===== src/rtl/dff_share_arb.sv =====
// Four-requester round-robin arbiter that owns a single shared WIDTH-bit register.
// Optional per-grant hold limit is compiled in with `define DFF_SHARE_ARB_TIMEOUT_EN.
module dff_share_arb #(
    parameter int WIDTH    = 8,
    parameter int MAX_HOLD = 4
) (
    input  logic                 clk,
    input  logic                 reset,
    input  logic [3:0]           req,
    input  logic [4*WIDTH-1:0]   wr_data,
    output logic [3:0]           gnt,
    output logic [1:0]           owner,
    output logic [WIDTH-1:0]     q,
    output logic [WIDTH-1:0]     q_not,
    output logic                 valid,
    output logic                 o_dbg_state
);

    // Handshake: a requester holds req[i] for as long as it wants the register;
    // gnt[i] (registered) marks the cycles in which its wr_data word is loaded on
    // the next edge. Dropping req[i] releases ownership after one edge.

    typedef enum logic {
        ST_IDLE  = 1'b0,
        ST_OWNED = 1'b1
    } state_t;

    if (MAX_HOLD < 1 || MAX_HOLD > 15) begin : g_bad_max_hold
        $error("dff_share_arb: MAX_HOLD must be in 1..15");
    end

    state_t             r_state;
    state_t             w_state_nxt;
    logic [3:0]         r_gnt;
    logic [3:0]         w_gnt_nxt;
    logic [1:0]         r_owner;
    logic [1:0]         w_owner_nxt;
    logic [1:0]         r_ptr;
    logic [1:0]         w_ptr_nxt;
    logic [1:0]         w_winner;
    logic [WIDTH-1:0]   r_q;
    logic [WIDTH-1:0]   w_q_nxt;
    logic               r_valid;
    logic               w_valid_nxt;
    logic [WIDTH-1:0]   w_data [4];

`ifdef DFF_SHARE_ARB_TIMEOUT_EN
    logic [3:0]         r_hold_cnt;
    logic [3:0]         w_hold_cnt_nxt;
`endif

    for (genvar gi = 0; gi < 4; gi++) begin : g_unpack
        assign w_data[gi] = wr_data[gi*WIDTH +: WIDTH];
    end

    // Search starts just after the last winner, so the last winner has lowest priority.
    function automatic logic [1:0] rr_pick(input logic [3:0] r, input logic [1:0] p);
        logic [1:0] idx;
        logic       found;
        rr_pick = p;
        found   = 1'b0;
        for (int k = 1; k <= 4; k++) begin
            idx = p + 2'(k);
            if (!found && r[idx]) begin
                rr_pick = idx;
                found   = 1'b1;
            end
        end
    endfunction

    assign w_winner = rr_pick(req, r_ptr);

    always_comb begin
        w_state_nxt = r_state;
        w_gnt_nxt   = r_gnt;
        w_owner_nxt = r_owner;
        w_ptr_nxt   = r_ptr;
        w_q_nxt     = r_q;
        w_valid_nxt = r_valid;
`ifdef DFF_SHARE_ARB_TIMEOUT_EN
        w_hold_cnt_nxt = r_hold_cnt;
`endif
        case (r_state)
            ST_IDLE: begin
                if (|req) begin
                    w_state_nxt = ST_OWNED;
                    w_gnt_nxt   = 4'b0001 << w_winner;
                    w_owner_nxt = w_winner;
                    w_ptr_nxt   = w_winner;
                    w_q_nxt     = w_data[w_winner];
                    w_valid_nxt = 1'b1;
`ifdef DFF_SHARE_ARB_TIMEOUT_EN
                    w_hold_cnt_nxt = 4'd1;
`endif
                end
            end
            ST_OWNED: begin
                if (!req[r_owner]) begin
                    w_state_nxt = ST_IDLE;
                    w_gnt_nxt   = 4'b0000;
                end
`ifdef DFF_SHARE_ARB_TIMEOUT_EN
                else if (r_hold_cnt == 4'(MAX_HOLD)) begin
                    // Forced release skips the load so the next owner sees an untouched value.
                    w_state_nxt = ST_IDLE;
                    w_gnt_nxt   = 4'b0000;
                end
`endif
                else begin
                    w_q_nxt = w_data[r_owner];
`ifdef DFF_SHARE_ARB_TIMEOUT_EN
                    if (r_hold_cnt != 4'hF) begin
                        w_hold_cnt_nxt = r_hold_cnt + 4'd1;
                    end
`endif
                end
            end
            default: begin
                w_state_nxt = ST_IDLE;
                w_gnt_nxt   = 4'b0000;
            end
        endcase
    end

    always_ff @(posedge clk or negedge reset) begin
        if (!reset) begin
            r_state <= ST_IDLE;
            r_gnt   <= 4'b0000;
            r_owner <= 2'd0;
            r_ptr   <= 2'd3;
            r_q     <= '0;
            r_valid <= 1'b0;
        end else begin
            r_state <= w_state_nxt;
            r_gnt   <= w_gnt_nxt;
            r_owner <= w_owner_nxt;
            r_ptr   <= w_ptr_nxt;
            r_q     <= w_q_nxt;
            r_valid <= w_valid_nxt;
        end
    end

`ifdef DFF_SHARE_ARB_TIMEOUT_EN
    always_ff @(posedge clk or negedge reset) begin
        if (!reset) begin
            r_hold_cnt <= 4'd0;
        end else begin
            r_hold_cnt <= w_hold_cnt_nxt;
        end
    end
`endif

    assign gnt         = r_gnt;
    assign owner       = r_owner;
    assign q           = r_q;
    assign q_not       = ~r_q;
    assign valid       = r_valid;
    assign o_dbg_state = r_state;

endmodule


===== config.mk =====
export PLATFORM = sky130hd
export DESIGN_NAME = dff_share_arb
export DESIGN_NICKNAME = d
export VERILOG_FILES = /design/src/rtl/dff_share_arb.sv
export SDC_FILE = /design/constraint.sdc
export NUM_CORES = 1
export LEC_CHECK = 0
export ABC_AREA = 0
export ABC_CLOCK_PERIOD_IN_PS = 4600
export CAP_MARGIN = 20
export CORE_MARGIN = 3
export CORE_UTILIZATION = 44
export CTS_CLUSTER_SIZE = 8
export DETAILED_ROUTE_END_ITERATION = 6
export HOLD_SLACK_MARGIN = 0.1
export PLACE_DENSITY = 0.93
export SLEW_MARGIN = 25
export SYNTH_ARGS = -nofsm -noshare
export SYNTH_HDL_FRONTEND = slang
export SYNTH_SLANG_ARGS = --single-unit

===== constraint.sdc =====
create_clock -name clk -period 4.6 [get_ports clk]
set_clock_uncertainty 0.15 [all_clocks]
set_input_delay 0.92 -clock clk [delete_from_list [all_inputs] [get_ports clk]]
set_output_delay 0.92 -clock clk [all_outputs]
set_load 0.01 [all_outputs]

==> metrics.cfg <==
[floorplan]
core_mm2 = 0.002781
die_w_um = 60.31
pin_count = 62
fp.dieH_um = 60.31
fp-row-count = 19
start_util_pct = 46.65
die_area_mm2 = 0.003637

[placement]
port_buffers = 61
dp_hpwl_um = 2814
placedCellCount = 208
gp_congestion = 0.8497

[clock_tree]
insertion_delay_ps = 300
cts_sinks = 18
post_cts_buffers = 0
cts_tree = yes
clk_pin_slew_ps = 110
cts_buffers = 3
cts_buffer_depth = 2
h-tree-depth = 1
cts-hold-fix-buffers = 0
root_buffer = clkbuf_4
cts_resized = 0

[yosys]
yosysTopAreaCell = dfrtp_1
synth_area_leaders = dfrtp_1, mux4_2, mux2i_1, o22a_1, dfstp_2
synth_seq_cells = 18
synth_fp_nets = 162
syn_area_mm2 = 0.001297
synthesis.instances = 124
synth_cell_types = 32
synth_top_flop_cell = dfrtp_1
synth_edf_count = 0
yosysTopAreaCellShare_pct = 30.86
syn_area_per_cell_um2 = 10.46
async_flop_share_pct = 100.0
ys_warn_count = 0
synth_seq_area_share_pct = 34.91

[power]
pwr-share-seq_pct = 29.3
p_int_uw = 713.2
powerDensity_mw_per_mm2 = 639.3
p_comb_share_pct = 64.0
p_switching_uw = 513.1
pwr-share-clk_pct = 6.8
p_sw_share_pct = 41.84
cellLeakagePower_uw = 0.0007943
irDropWorstVdd_v = 0.0004556

[timing]
whs_ps = 338.8
hold_viol = 0
slew_headroom_pct = 37.63
fin_setup_tns_ps = 0
period_needed_ps = 3107
fin_crit_sh_pct = 67.54
worst_pin_slew_ps = 935.6
fmax_ghz = 0.3219
rsz0062_at_grt = false
slew_violations = 0
setup_viol = 0

[worst_setup_path]
crit_family = compound AO/OA/AOI/OAI gates
arrival_ps = 3120
crit_fanout = 19
cp.depth = 7
crit_chain = clkdlybuf4s50_1 -> nand2b_1 -> a21oi_1 -> a211o_1 -> mux2_1 -> o21ai_0 -> o22ai_1
path_buf_inv = 1
critPathMaxStageDelay_ps = 740
rr_worst_depth = 6
startpoint_type = input port
crit_path_top_delay_cell = a211o_1
end_kind = flop
worstPathRequired_ps = 4610
crit_type = in -> reg

[global_route]
grt_pass1_wl_um = 5920
grt_max_degree = 23
grt_usage_pct = 21.98
grt_pass1_vias = 1285
grt_overflow_total = 0
antenna_found_initial = 0

[drt]
wirelength_um = 3876
drc_errors = 0
drtAntennaViolNets = 0
drt-initial-drc-count = 76
wire_per_inst_um = 18.37
via_per_inst = 6.000
drt_pre_antenna_iters = 4
via_count = 1266

[layout]
nFillCells = 203
multi_input_area_um2 = 759.5
regArea_um2 = 452.9
n_antenna_cell = 0
fin_cells = 211
syn_to_final_growth_pct = 47.83
nets = 220
drive_gt1_share_pct = 10.56

[job]
cap_violations = 0

[worst_hold_path]
min_path_type = reg -> reg
hold_depth = 1

[status]
status = completed

[synth_stat cells (all sizes together), types with 3 or more instances]
master and number:
clkbuf 4, nor2 3, nand2b 4, dfrtp 16, buf 4, o21ai 12
mux4 9, o31ai 8, mux2i 14, a21oi 3, nand2 13, o21a 4
inv 9, o22a 7
[area by class of cell]
type	count	share of cell area [%]
Clock buffer	3	1.174
Inverter	9	1.761
Multi-Input combinational cell	89	39.60
Sequential cell	18	23.61
Tap cell	31	2.022
Timing Repair Buffer	61	31.83
[logic make-up after synthesis]
kind of cell	Yosys count	share of synthesized area [%]
AO/OA/AOI/OAI	38	20.83
buffers and inverters	17	6.556
flip-flops	18	34.91
multiplexers	25	28.45
AND/OR/NAND/NOR	26	9.259
[placed cells by master (no fill, tap or decap), drive strengths merged, types with 4 or more instances in the layout]
cell           count
o31ai              8
o22a               7
mux2i             14
nand2             13
o21a               4
o21ai             12
mux4               9
clkdlybuf4s50     61
dfrtp             16
nand2b             4
inv                9
[through the flow]
stage	instance area (um2)	setup slack (ps)	total power, uW	util, %
detailed placement	1896	1220	1138	68.15
finish	1918	1493	1226	68.96
global route	1918	1387	1309	68.96
CTS	1918	1533	1225	68.96
global placement	1896	1302	1105	68.15
floorplan	1297	2300	843.2	-
[power by group through the flow]
stage	Sequential, uW	Clock (uW)	Combinational, uW
6_report	359	83.0	784
5_1_grt	373	92.4	844
4_1_cts	357	84.9	783
3_5_place_dp	359	0	780
3_3_place_gp	353	0	751
2_1_floorplan	316	0	527
[per-layer routing]
layer / track usage (%) / routed length (um) / up-vias
li1: - / - / 581
met1: 27.41 / 1554 / 601
met2: 37.35 / 1974 / 80
met3: 5.400 / 324 / 4
met4: 6.962 / 22 / 0
met5: 0 / 0 / -
[flip-flops by register name, summed over array words and instances (netlist names)]
register and cells:
gnt 4, o_dbg_state 1, owner 2, q 8, r_ptr 2, valid 1
[final timing paths]
check	start	to	slack (ps)
setup / recovery	req[0]	q[5]	1490
hold / removal	valid	valid	340
setup reg to reg	r_ptr[1]	q[5]	2090
hold reg to reg	valid	valid	340
max in group asynchronous	reset	q[2]	2830
min in group asynchronous	reset	gnt[2]	950
[worst reg2reg max path: cells and delay by family, from the launching register on]
family / cells / cell delay (ps)
AOI/OAI and AO/OA: 3 / 1010
and+or+nand+nor: 2 / 220
muxes: 1 / 390
DFF: 1 / 600
No activity file was read; power rests on OpenSTA's default activity.
